--- src/rtl/pool_out_fifo.sv ---
// pool_out_fifo: show-ahead FIFO behind the pooling/ReLU stage; tags the last pixel of each frame.
// Define POOL_OUT_LAST_EN to expose the head entry's last tag on out_last.
module pool_out_fifo #(
   parameter int CONV_BIT    = 12,
   parameter int HALF_WIDTH  = 12,
   parameter int HALF_HEIGHT = 12,
   parameter int DEPTH       = 16,
   parameter int ADDR_BIT    = 4
) (
   input  logic                clk,
   input  logic                rst,
   input  logic                valid_in,
   input  logic [CONV_BIT-1:0] max_value_1,
   input  logic [CONV_BIT-1:0] max_value_2,
   input  logic [CONV_BIT-1:0] max_value_3,
   output logic [CONV_BIT-1:0] out_data_1,
   output logic [CONV_BIT-1:0] out_data_2,
   output logic [CONV_BIT-1:0] out_data_3,
   output logic                out_valid,
   input  logic                out_ready,
   output logic [ADDR_BIT:0]   count,
   output logic                overflow,
   output logic                frame_done
`ifdef POOL_OUT_LAST_EN
   ,
   output logic                out_last
`endif
);

   localparam int COL_BIT = (HALF_WIDTH  > 1) ? $clog2(HALF_WIDTH)  : 1;
   localparam int ROW_BIT = (HALF_HEIGHT > 1) ? $clog2(HALF_HEIGHT) : 1;
   localparam logic [ADDR_BIT:0]  FULL_CNT = (ADDR_BIT+1)'(DEPTH);
   localparam logic [COL_BIT-1:0] COL_LAST = COL_BIT'(HALF_WIDTH - 1);
   localparam logic [ROW_BIT-1:0] ROW_LAST = ROW_BIT'(HALF_HEIGHT - 1);

   typedef struct packed {
      logic                last;
      logic [CONV_BIT-1:0] c3;
      logic [CONV_BIT-1:0] c2;
      logic [CONV_BIT-1:0] c1;
   } entry_t;

   entry_t              mem_q [DEPTH];
   entry_t              head;
   logic [ADDR_BIT-1:0] wr_ptr_q, wr_ptr_d, rd_ptr_q, rd_ptr_d;
   logic [ADDR_BIT:0]   count_q, count_d;
   logic [COL_BIT-1:0]  col_q, col_d;
   logic [ROW_BIT-1:0]  row_q, row_d;
   logic                overflow_q, overflow_d;
   logic                frame_done_q, frame_done_d;
   logic                rd_en, wr_en, drop, full, last_pos;

   assign head     = mem_q[rd_ptr_q];
   assign full     = (count_q == FULL_CNT);
   assign rd_en    = out_valid & out_ready;
   // A full FIFO still accepts a sample when the head leaves in the same cycle.
   assign wr_en    = valid_in & (~full | rd_en);
   assign drop     = valid_in & full & ~rd_en;
   assign last_pos = (col_q == COL_LAST) && (row_q == ROW_LAST);

   always_comb begin
      // NOTE: every _d gets its hold value first, so no branch can leave one unassigned and infer a latch.
      count_d      = count_q;
      wr_ptr_d     = wr_ptr_q;
      rd_ptr_d     = rd_ptr_q;
      col_d        = col_q;
      row_d        = row_q;
      overflow_d   = overflow_q | drop;
      frame_done_d = rd_en & head.last;
      case ({wr_en, rd_en})
         2'b10:   count_d = count_q + 1'b1;
         2'b01:   count_d = count_q - 1'b1;
         default: count_d = count_q;
      endcase
      if (wr_en) wr_ptr_d = wr_ptr_q + 1'b1;
      if (rd_en) rd_ptr_d = rd_ptr_q + 1'b1;
      // Position tracks every upstream sample, dropped or not, to stay frame-aligned.
      if (valid_in) begin
         if (col_q == COL_LAST) begin
            col_d = '0;
            row_d = (row_q == ROW_LAST) ? '0 : row_q + 1'b1;
         end else begin
            col_d = col_q + 1'b1;
         end
      end
   end

   // NOTE: sequential state uses non-blocking assignments so all registers update together at the edge.
   always_ff @(posedge clk or posedge rst) begin
      if (rst) begin
         count_q      <= '0;
         wr_ptr_q     <= '0;
         rd_ptr_q     <= '0;
         col_q        <= '0;
         row_q        <= '0;
         overflow_q   <= 1'b0;
         frame_done_q <= 1'b0;
      end else begin
         count_q      <= count_d;
         wr_ptr_q     <= wr_ptr_d;
         rd_ptr_q     <= rd_ptr_d;
         col_q        <= col_d;
         row_q        <= row_d;
         overflow_q   <= overflow_d;
         frame_done_q <= frame_done_d;
      end
   end

   // NOTE: storage is left unreset; emptiness is tracked by count_q, so stale words are never presented as valid.
   always_ff @(posedge clk) begin
      if (wr_en) mem_q[wr_ptr_q] <= {last_pos, max_value_3, max_value_2, max_value_1};
   end

   assign out_valid  = (count_q != '0);
   assign out_data_1 = head.c1;
   assign out_data_2 = head.c2;
   assign out_data_3 = head.c3;
   assign count      = count_q;
   assign overflow   = overflow_q;
   assign frame_done = frame_done_q;
`ifdef POOL_OUT_LAST_EN
   assign out_last   = out_valid & head.last;
`endif

endmodule

--- config.mk ---
export PLATFORM = sky130hd
export DESIGN_NAME = pool_out_fifo
export DESIGN_NICKNAME = d
export VERILOG_FILES = /design/src/rtl/pool_out_fifo.sv
export SDC_FILE = /design/constraint.sdc
export NUM_CORES = 1
export LEC_CHECK = 0
export ABC_AREA = 1
export ABC_CLOCK_PERIOD_IN_PS = 4100
export BUFFER_PORTS_ARGS = -buffer_cell sky130_fd_sc_hd__buf_2
export CORE_ASPECT_RATIO = 1.1
export CORE_MARGIN = 2
export CORE_UTILIZATION = 40
export DETAILED_ROUTE_END_ITERATION = 16
export PLACE_DENSITY = 0.59
export SLEW_MARGIN = 25
export SYNTH_ARGS = -nofsm -noshare
export SYNTH_HDL_FRONTEND = slang
export SYNTH_SLANG_ARGS = --single-unit
--- constraint.sdc ---
create_clock -name clk -period 4.1 [get_ports clk]
set_clock_uncertainty 0.05 [all_clocks]
set_input_delay 0.205 -clock clk [delete_from_list [all_inputs] [get_ports clk]]
set_output_delay 0.205 -clock clk [all_outputs]
set_load 0.02 [all_outputs]
## Yosys cells after proc, flatten, opt, wreduce, memory -nomap -nowiden

Memories as Yosys holds them, arrays and structs flattened.
Index checks and enable logic that the tools add are counted.

- Muxes and demuxes: 5
- Equal/unequal tests: 5
- $add $sub $neg: 6
- Reduce and logical (&&, ||, !) cells: 4
- Bitwise operators: 9

Operator list:

| kind | count |
|---|---|
| $add A4 B1 Y4 const B | 4 |
| $pmux W5 S2 | 1 |
| $eq A4 B4 Y1 const B | 2 |
| $mux W4 | 2 |
| $add A5 B1 Y5 const B | 1 |
| $and A1 B1 Y1 | 5 |
| $eq A5 B5 Y1 const B | 1 |
| $reduce_bool A5 Y1 | 1 |
| $sub A5 B1 Y5 const B | 1 |
| $eq A2 B1 Y1 const B | 1 |
| $eq A2 B2 Y1 const B | 1 |
| $mux W1 | 2 |
| $not A1 Y1 | 2 |
| $or A1 B1 Y1 | 2 |
| $reduce_and A2 Y1 | 1 |
| $reduce_bool A2 Y1 | 1 |
| $logic_and A1 B1 Y1 | 1 |

- Memories kept: 1
- Output and inout bits: 44
- Register bits after elaboration: 23
- RAM bits: 592
- Word-level logic and storage cells: 37

Memory list:

| name | depth | bits a word | rd ports | clocked after Yosys merged registers in | write ports | line | RTL |
|---|---|---|---|---|---|---|---|
| mem_q | 16 | 37 | 1 | 0 | 1 | 43 | `entry_t mem_q [DEPTH];` |

## Logic depth before layout (Yosys ltp)

Gate-level depths: netlist of the first run.

- Word-level depth: 6
- Gate-level depth with buffers: 15
- Depth with buffers taken out: 15

## Least setup slack after synthesis of the first run

Ideal clock, no wire load.

- Path kind: register to register
- From: register count_q[1], in the netlist count[1]
- To: memory mem_q[0][0] in the netlist's numbering (enable)
- Path buffers: 1
- Cell stages (with the launch flop): 8
- Setup slack: 0.895 ns
- Arrival time: 2.724 ns
- Clock period less this slack: 3.205 ns
- Cell sequence: dfrtp_1 > inv_1 > nand3_1 > nor3_1 > nor2_1 > buf_2 > nand2_1 > nor2_1

- Cells in the longest elaborated chain, start to end: 6

Ends and longest elaborated chain:

| what | line | RTL |
|---|---|---|
| from (decl) | 46 | `logic [ADDR_BIT:0] count_q, count_d;` |
| from (signal assigned) | 99 | `count_q <= count_d;` |
| $reduce_bool A5 Y1 or $eq A5 B5 Y1 (tied branches) | 114, 54 |  |
| $and A1 B1 Y1 or $not A1 Y1 (tied branches) | 55, 57 |  |
| $or A1 B1 Y1 * | 57 | `assign wr_en = valid_in & (~full \| rd_en);` |
| $and A1 B1 Y1 * | 57 |  |
| $mux W1 * | 111 | `if (wr_en) mem_q[wr_ptr_q] <= {last_pos, max_value_3, max_value_2, max_value_1};` |
| $mux W1 (implied by the code) * | 111 |  |
| to (decl) | 43 |  |

Every way passes the cells marked *; elsewhere a longest branch is shown, timed or not.

## Worst setup path in the final report of the first run

- From: register rd_ptr_q[0]
- To: output out_data_1[7]

- Cells in the longest elaborated chain, start to end: 1

Ends and longest elaborated chain:

| what | line | RTL |
|---|---|---|
| from (decl) | 45 | `logic [ADDR_BIT-1:0] wr_ptr_q, wr_ptr_d, rd_ptr_q, rd_ptr_d;` |
| from (signal assigned) | 101 | `rd_ptr_q <= rd_ptr_d;` |
| $mem_v2 Z16 W37 | -- |  |
| to (decl) | 16 | `output logic [CONV_BIT-1:0] out_data_1,` |

Every way passes these cells.

==> results of run 1 <==
-- sequential cells by signal, summed over array words and instances, names as in the netlist --
name,flops
col_q,4
count,5
frame_done,1
mem_q,592
overflow,1
rd_ptr_q,4
row_q,4
wr_ptr_q,4
-- area by class of cell --
cell class	count	area (sq um)
repair buffers	166	1320
well taps	824	1030
clock inverters	28	208
multi-input cells	1202	5560
fillers	5498	32700
flip-flops and latches	615	18400
inverters	40	159
clock buffers	71	1520
-- metal layers --
| metal | global-route usage | part of all wire | vias to the layer above |
|---|---|---|---|
| met2 | 0.304 | 0.48 | 415 |
| met5 | 0 | 0.00043 | - |
| met3 | 0.0309 | 0.059 | 84 |
| met1 | 0.268 | 0.44 | 7713 |
| li1 | - | - | 7220 |
| met4 | 0.0537 | 0.023 | 4 |
-- worst register-to-register path: cells and delay by family (launching register included) --
kind          cells  cell delay [ns]
simple gates      5             1.85
buf+inv           2             0.44
flops             1             0.42
-- synth_stat cells (6+ instances only) --
cell type,instances,share of area
edfxtp_1,592,0.72
nand2_1,462,0.071
nor2_1,241,0.037
o21ai_0,171,0.035
a21oi_1,110,0.022
nand3_1,95,0.019
o211ai_1,55,0.017
buf_2,50,0.010
inv_1,37,0.0057
clkbuf_1,36,0.0055
dfrtp_1,23,0.023
a31oi_1,19,0.0048
o21ai_1,19,0.0039
buf_6,13,0.0060
ha_1,10,0.0051
buf_1,9,0.0014
xor2_1,6,0.0021
-- path summary, 6_finish.rpt --
| check | start | to | depth (start not counted) |
|---|---|---|---|
| max in group asynchronous | rst | rd_ptr_q[0] | 3 |
| hold reg to reg | overflow | overflow | 1 |
| hold / removal | rst | wr_ptr_q[2] | 3 |
| setup reg to reg | count[0] | mem_q[11][32] | 7 |
| min in group clk | valid_in | col_q[1] | 4 |
| setup / recovery | rd_ptr_q[0] | out_data_1[7] | 9 |
-- layout by cell type, fill, tap and decap left out, types with 3 or more instances in the layout --
master         count
buf_12            15
dlygate4sd3_1     39
clkbuf_16         59
buf_4             29
bufinv_16          3
nand2_1          462
inv_1             35
nand4_1            3
edfxtp_1         592
nor2_1           225
dfrtp_1           20
clkinv_2          10
ha_1              10
clkinv_1          16
clkbuf_1          12
buf_2             83
nor2_4            17
xor2_1             6
a31oi_1           19
o21ai_1           19
o21ai_0          171
nand3_1           95
a21oi_1          110
o211ai_1          55
-- metrics by stage --
stage          utilization  std cells  power, mW  setup WS (ns)  hold WS, ns
6_report             0.463       2946       19.5          0.679        0.163
5_1_grt              0.463       2946       20.6          0.460        0.205
4_1_cts              0.463       2946       19.7          0.643        0.293
3_5_place_dp         0.428       2808       14.6           1.01        0.402
3_3_place_gp         0.428       2808       14.5           1.04        0.389
2_1_floorplan            -       1969       12.3          0.895        0.157
-- power by group through the flow --
stage               Clock [mW]  Sequential (mW)  Combinational (mW)
global placement             0             7.90                6.62
finish                    5.02             7.79                6.69
detailed placement           0             7.92                6.70
CTS                       5.11             7.79                6.76
global route              5.36             7.85                7.39
floorplan                    0             7.79                4.51
-- cells by family (layout without fill, tap and decap cells) --
kind of cell             count (synthesis)  count (layout)  share of synthesized area
AO/OA/AOI/OAI                          377             377                     0.0838
adder cells (fa/ha/maj)                 10              10                    0.00510
buffers and inverters                  152             305                     0.0309
multiplexers                             1               1                   0.000459
flip-flops                             615             615                      0.748
AND/OR/NAND/NOR                        806             806                      0.129
XOR/XNOR                                 8               8                    0.00286
==> run metrics, run 1 <==
status complete, no violations; PostCTS Resize Cnt 0; Psw 7.33 mW; antenna violations before repair 2; Antenna Nets Post-Route 0; Clock Power Share 0.257; CP dominant cell by count nand2_1; Post-synth EDFFs 592; fmax 292 MHz; clk buf depth 3; cell-internal power 12.2 mW; hpwl dp 32600 um; syn_area_per_cell 12.5 sq um; fin area 28200 sq um; RD Place Congestion 0.800; max-slew violation count 0; P_leak 9.84 nW; clk sinks 615; synth unique cells 32; crit-path max FO 106; largest delay contributor family on the critical path buffers and inverters; via/cell ratio 5.24; Final nets 2133; initial drt markers 1294; DRT Pass-1 Iters 5; relative slew slack 0.329; Slowest cell on crit path dfrtp_4; min Tclk post-route 3.42 ns; setup TNS 0 ns; reg-to-reg slack, setup 1.04 ns; setup bufs post-CTS 0; largest net degree at the start of global routing 191; Die Y 264 um; Worst-path clk slew 0.06 ns; Ys Warns 0; predominant post-synthesis flop cell edfxtp_1; Residual DRC 0; layout cells sized above 1 0.107; PortBufs 83; Avg WL per Cell 20.4 um; # rows 95; vias in the first global route 14911; worst path required time 3.85 ns; final hold violations 0; share of power burned in registers 0.400; Crit Path Category flop to output pin; DIE AREA 63400 sq um; Overflow after GRT 0; PwrDens 692 nW/um^2; # Max-Cap Violations 0; dpl cell area 26000 sq um; Switching Fraction 0.376; syn nets 2019; Synth Instances 1969; Tcrit/Tclk final 0.834; CTS buffer count 58; Startpoint Class flop; GRT Total Usage 0.190; Die W 240 um; H-tree depth 2; WL final 60000 um; Worst path max stage delay 0.70 ns; final setup fails 0; diodes inserted 0; initial core utilization 0.403; ys async rst share 0.0374; Worst Tran Pin Value 1.00 ns; Crit. End Element output pin; CORE AREA 60900 sq um; via count 15436; RSZ-0062 raised after global routing false; Clock Tree Root clkbuf_16; area growth from synthesis to layout 14.7%; # hold bufs at CTS 39; Gate power share 0.343; hold crit path type input pin to asynchronous set/reset pin; CTS tree done; global-route wire length before repair 91000 um; synthesized cell area 24500 sq um; CP Cell Sequence inv_8 > buf_4 > nand2_1 > nand3_1 > nand2_1 > a21oi_1 > o21ai_1 > nand2_1 > buf_2; Seq/Total Area, Yosys 0.748; worst IR drop on VDD 0.000434 V; flops & latches, synth 615; clock insertion delay at the later pin of the skew report 0.61 ns; CP arrival 3.17 ns; # IOs 84; buffers plus inverters on the worst setup path 3
No activity file was read; power rests on OpenSTA's default activity.
==> inputs of run 2 (changes only) <==
Settings changed: ABC_CLOCK_PERIOD_IN_PS 4100 to 3300.
Clock period 4.1 ns to 3.3 ns, I/O delays scaled along.
==> run 2 against run 1 <==
Power grew 27%; die area unchanged; sequential power is 23% higher; sequential share of layout area decreased by 0.83 points; final area rose by 1.3%; final cell count grew 0.75%; via count up 0.46%; global-route usage about the same; non-clock buffer count is 9 higher; critical endpoint is now out_data_1[1]; largest power group unchanged.
==> run metrics, run 2 (same netlist as run 1, synthesis figures left out) <==
status complete, no violations; diodes inserted 0 (unchanged); # IOs 84 (unchanged); DRT Pass-1 Iters 5 (unchanged); antenna violations before repair 1 (-1); # hold bufs at CTS 39 (unchanged); initial drt markers 1237 (-4.4%); Worst Tran Pin Value 0.916 ns (-0.0862 ns); largest net degree at the start of global routing 120 (-37%); Avg WL per Cell 20.1 um (-1.5%); via count 15507 (+0.46%); Residual DRC 0 (unchanged); Startpoint Class flop; dpl cell area 26200 sq um (+0.60%); most frequent cells in the layout edfxtp_1 (592), nand2_1 (462), nor2_1 (225), o21ai_0 (171), a21oi_1 (110); hold crit path type input pin to asynchronous set/reset pin; Crit Path Category flop to output pin; final hold violations 0 (unchanged); global-route wire length before repair 92100 um (+1.1%); Die W 240 um (unchanged); worst path required time 3.08 ns (-0.77 ns); # rows 95 (unchanged); largest register by flop count mem_q; final setup fails 0 (unchanged); RSZ-0062 raised after global routing false; setup bufs post-CTS 0 (unchanged); clock insertion delay at the later pin of the skew report 0.62 ns (about the same); area growth from synthesis to layout 16.2%; P_leak 10.0 nW (+1.7%); crit-path max FO 89 (-16%); PwrDens 870 nW/um^2 (+26%); hpwl dp 32000 um (-1.9%); PostCTS Resize Cnt 0 (unchanged); fill count 5495 (-0.055%); commonest non-fill, non-tap cell in the layout edfxtp_1; DIE AREA 63400 sq um (unchanged); clk buf depth 3 (unchanged); Die Y 264 um (unchanged); CP arrival 2.79 ns (-0.38 ns); RD Place Congestion 0.800 (about the same); max reg flops 592 (unchanged); CTS buffer count 60 (+3.4%); H-tree depth 2 (unchanged); CTS tree done; vias in the first global route 15513 (+4.0%); via/cell ratio 5.22 (-0.28%); GRT Total Usage 0.190 (about the same); Final nets 2144 (+0.52%); WL final 59500 um (-0.81%); Tcrit/Tclk final 0.909; CORE AREA 60900 sq um (unchanged); fmax 333 MHz; initial core utilization 0.403 (unchanged); worst IR drop on VDD 0.000545 V (+26%); Overflow after GRT 0 (unchanged); clk sinks 615 (unchanged); PortBufs 83 (unchanged); Clock Tree Root clkbuf_16; # Max-Cap Violations 0 (unchanged); relative slew slack 0.389 (+0.0599); min Tclk post-route 3.00 ns; Antenna Nets Post-Route 0 (unchanged); Crit. End Element output pin; Worst-path clk slew 0.06 ns (about the same); reg-to-reg slack, setup 0.46 ns (-0.58 ns); layout cells sized above 1 0.120 (+0.0134); setup TNS 0 ns (unchanged); max-slew violation count 0 (unchanged); fin area 28500 sq um (+1.3%)
-- run 2: metal layers --
metal	routed length (um)	GRT usage	vias up	share of wire
li1	-	-	7251	-
met3	3040	0.0284	79	0.051
met4	1120	0.0428	2	0.019
met2	29300	0.321	411	0.49
met1	26000	0.260	7764	0.44
met5	7	0	-	0.00012
-- run 2: final cells by class --
type	count	area [sq um]	share of cell area
Clock buffer	66	1550	0.0542
Tap cell	824	1030	0.0361
Multi-Input combinational cell	1202	5560	0.195
Clock inverter	46	395	0.0139
Inverter	40	158	0.00553
Timing Repair Buffer	175	1480	0.0518
Sequential cell	615	18400	0.644
-- run 2: critical path: stages (launching register included) --
cell,delay (ns)
dfrtp_4,0.49
buf_4,0.72
nand2_1,0.15
nand3_1,0.15
nand2_1,0.08
a21oi_1,0.13
o21ai_0,0.09
nand2_1,0.15
buf_2,0.19
-- run 2: path summary, 6_finish.rpt --
check,startpoint,end,cells past startpoint
setup / recovery,rd_ptr_q[0],out_data_1[1],8
hold / removal,rst,count[1],3
setup reg to reg,count[1],count[4],13
hold reg to reg,overflow,overflow,1
max in group asynchronous,rst,rd_ptr_q[0],3
min in group clk,valid_in,col_q[0],3
-- run 2: report_power, final --
part           internal [mW]  switching [mW]  leakage, nW
logic                   2.47            6.01         3.42
registers               9.27           0.336         5.64
clock network           3.78            2.94        0.947
total                   15.5            9.29         10.0
-- run 2: through the flow --
step                hold WS, ns  std cells  power, mW  setup WS [ns]   util
global route              0.162       2968       26.2          0.143  0.469
floorplan                 0.117       1969       15.3         0.0948      -
CTS                       0.235       2968       25.1          0.235  0.469
finish                    0.111       2968       24.8          0.299  0.469
detailed placement        0.357       2817       18.3          0.461  0.430
global placement          0.349       2817       18.2          0.573  0.430
==> inputs of run 3 (changes only) <==
Settings changed: CORE_MARGIN 2 to 1, SETUP_SLACK_MARGIN set to 0.4.
==> run 3 against run 2 <==
Via count is 0.70% higher; flip-flop and latch count stayed put; final cell count is 0.30% lower; clock-buffer cell count is 12 higher; global-route usage is 0.15 points higher; combinational power is 6.0% higher; routed wire length is 4.2% higher; non-clock buffer count is 4 higher; fmax is 7.1% higher; highest routed layer is now met4.
==> run metrics, run 3 (same netlist as run 1, synthesis figures left out) <==
min Tclk post-route 2.80 ns (-0.198 ns); largest net degree at the start of global routing 157 (+31%); dpl ws 0.649 ns (+0.189 ns); GRT Total Usage 0.191 (+0.00155); Avg WL per Cell 21.0 um (+4.5%); DIE AREA 62400 sq um (-1.6%); Overflow after GRT 0 (unchanged); Setup WS post-layout 0.497 ns (+0.198 ns); Worst-path clk slew 0.06 ns (about the same); Worst path max stage delay 0.50 ns (-0.22 ns); PortBufs 83 (unchanged); Startpoint Class flop; worst path required time 3.08 ns (about the same); CTS tree done; Crit. End Element output pin; # Max-Cap Violations 0 (unchanged); initial core utilization 0.408 (+0.00429); Worst Tran Pin Value 0.748 ns (-0.169 ns); clock insertion delay at the later pin of the skew report 0.61 ns (about the same); WL final 62000 um (+4.2%); global-route wire length before repair 90400 um (-1.8%); status complete, no violations; fill count 5391 (-1.9%); CTS buffer count 58 (-3.3%); # rows 94 (-1.1%); fmax 357 MHz (+7.1%); Tcrit/Tclk final 0.849 (-0.0601); antenna violations before repair 0 (-1); CP arrival 2.59 ns (-0.20 ns); clk sinks 615 (unchanged); final setup fails 0 (unchanged); RD Place Congestion 0.803 (+0.30%); dpl cell area 26100 sq um (-0.25%); P_leak 10.0 nW (about the same); relative slew slack 0.502 (+0.113); PwrDens 874 nW/um^2 (+0.40%); final hold violations 0 (unchanged); fin area 28600 sq um (+0.11%); diodes inserted 0 (unchanged); max-slew violation count 0 (unchanged); via count 15616 (+0.70%); final core utilization 0.474 (+0.00553); worst IR drop on VDD 0.000584 V (+7.1%); Design Power 24.9 mW (+0.51%); commonest non-fill, non-tap cell in the layout edfxtp_1; H-tree depth 2 (unchanged); Antenna Nets Post-Route 0 (unchanged); setup TNS 0 ns (unchanged); initial drt markers 1634 (+32%); Placed Cells 2805 (-0.43%); DRT Pass-1 Iters 5 (unchanged); # IOs 84 (unchanged); Final nets 2146 (+0.093%); CP Cell Sequence buf_16 > buf_16 > o21ai_0 > o211ai_1 > nand2_1 > nand2_1 > buf_2; Slowest cell on crit path dfrtp_4; via/cell ratio 5.28 (+1.0%); hpwl dp 31300 um (-2.3%); Crit Path Category flop to output pin; Clock Tree Root clkbuf_16; area growth from synthesis to layout 16.4%; largest register by flop count mem_q; Residual DRC 0 (unchanged); Die W 238 um (-0.83%); hold crit path type input pin to asynchronous set/reset pin; most frequent cells in the layout edfxtp_1 (592), nand2_1 (462), nor2_1 (224), o21ai_0 (171), a21oi_1 (110); Fin Hold WS 0.102 ns (-0.00868 ns); layout cells sized above 1 0.116 (-0.00368); Finished Layout Cells 2959 (-0.30%); RSZ-0062 raised after global routing false; Die Y 262 um (-0.76%); CORE AREA 60200 sq um (-1.1%); clk buf depth 3 (unchanged); vias in the first global route 14869 (-4.2%); max reg flops 592 (unchanged); crit-path max FO 65 (-27%)
==> run 3: cell count changes in the layout (fill, tap and decap cells not counted), moves of 3 or more <==
| cell | change |
|---|---|
| clkinvlp_4 | -3 |
| buf_4 | -3 |
| buf_12 | -7 |
| clkbuf_1 | +12 |
| buf_16 | +6 |
| buf_6 | +4 |
| clkinv_4 | -5 |
| clkinv_2 | -7 |
==> run 3: final timing paths <==
path / end / slack [ns] / startpoint / cells after the start
worst max-delay path: out_data_1[10] / 0.50 / rd_ptr_q[1] / 7
min in group clk: col_q[0] / 0.32 / valid_in / 3
worst max register to register: count[4] / 0.84 / count[0] / 13
worst min register to register: overflow / 0.42 / overflow / 1
worst min-delay path: wr_ptr_q[1] / 0.10 / rst / 3
max in group asynchronous: rd_ptr_q[1] / 2.68 / rst / 3
==> run 3: layout make-up <==
| cell class | instances | area, sq um | share of cell area |
|---|---|---|---|
| Clock buffer | 78 | 1570 | 0.0549 |
| Clock inverter | 29 | 239 | 0.00837 |
| Inverter | 40 | 178 | 0.00622 |
| Multi-Input combinational cell | 1202 | 5560 | 0.195 |
| Sequential cell | 615 | 18400 | 0.643 |
| Tap cell | 816 | 1020 | 0.0358 |
| Timing Repair Buffer | 179 | 1630 | 0.0570 |
==> run 3: critical path, delay by kind of cell, from the launching register on <==
kind                   cells  cell delay, ns
AOI/OAI and AO/OA          2            0.45
buffers and inverters      3            0.73
DFF                        1            0.50
and+or+nand+nor            2            0.24
==> run 3: layer usage <==
layer | track usage | wire length [um]
met4 | 0.0616 | 1650
met5 | 0 | 0
met3 | 0.0305 | 4070
met1 | 0.265 | 26800
met2 | 0.310 | 29500
==> run 3: power breakdown <==
part | total, mW | switching, mW | internal [mW]
Sequential | 9.56 | 0.288 | 9.28
Combinational | 8.99 | 6.32 | 2.66
Clock | 6.40 | 2.83 | 3.56
==> run 3: timing repair <==
| item | 4_1_cts | 5_1_grt |
|---|---|---|
| setup buffers | 0 | 4 |
| gates resized for setup | 7 | 10 |
| gates cloned | 0 | 4 |
| endpoints found under the setup margin | 36 | 31 |
| hold buffers | 39 | 0 |
| hold endpoints to repair | 605 | 0 |
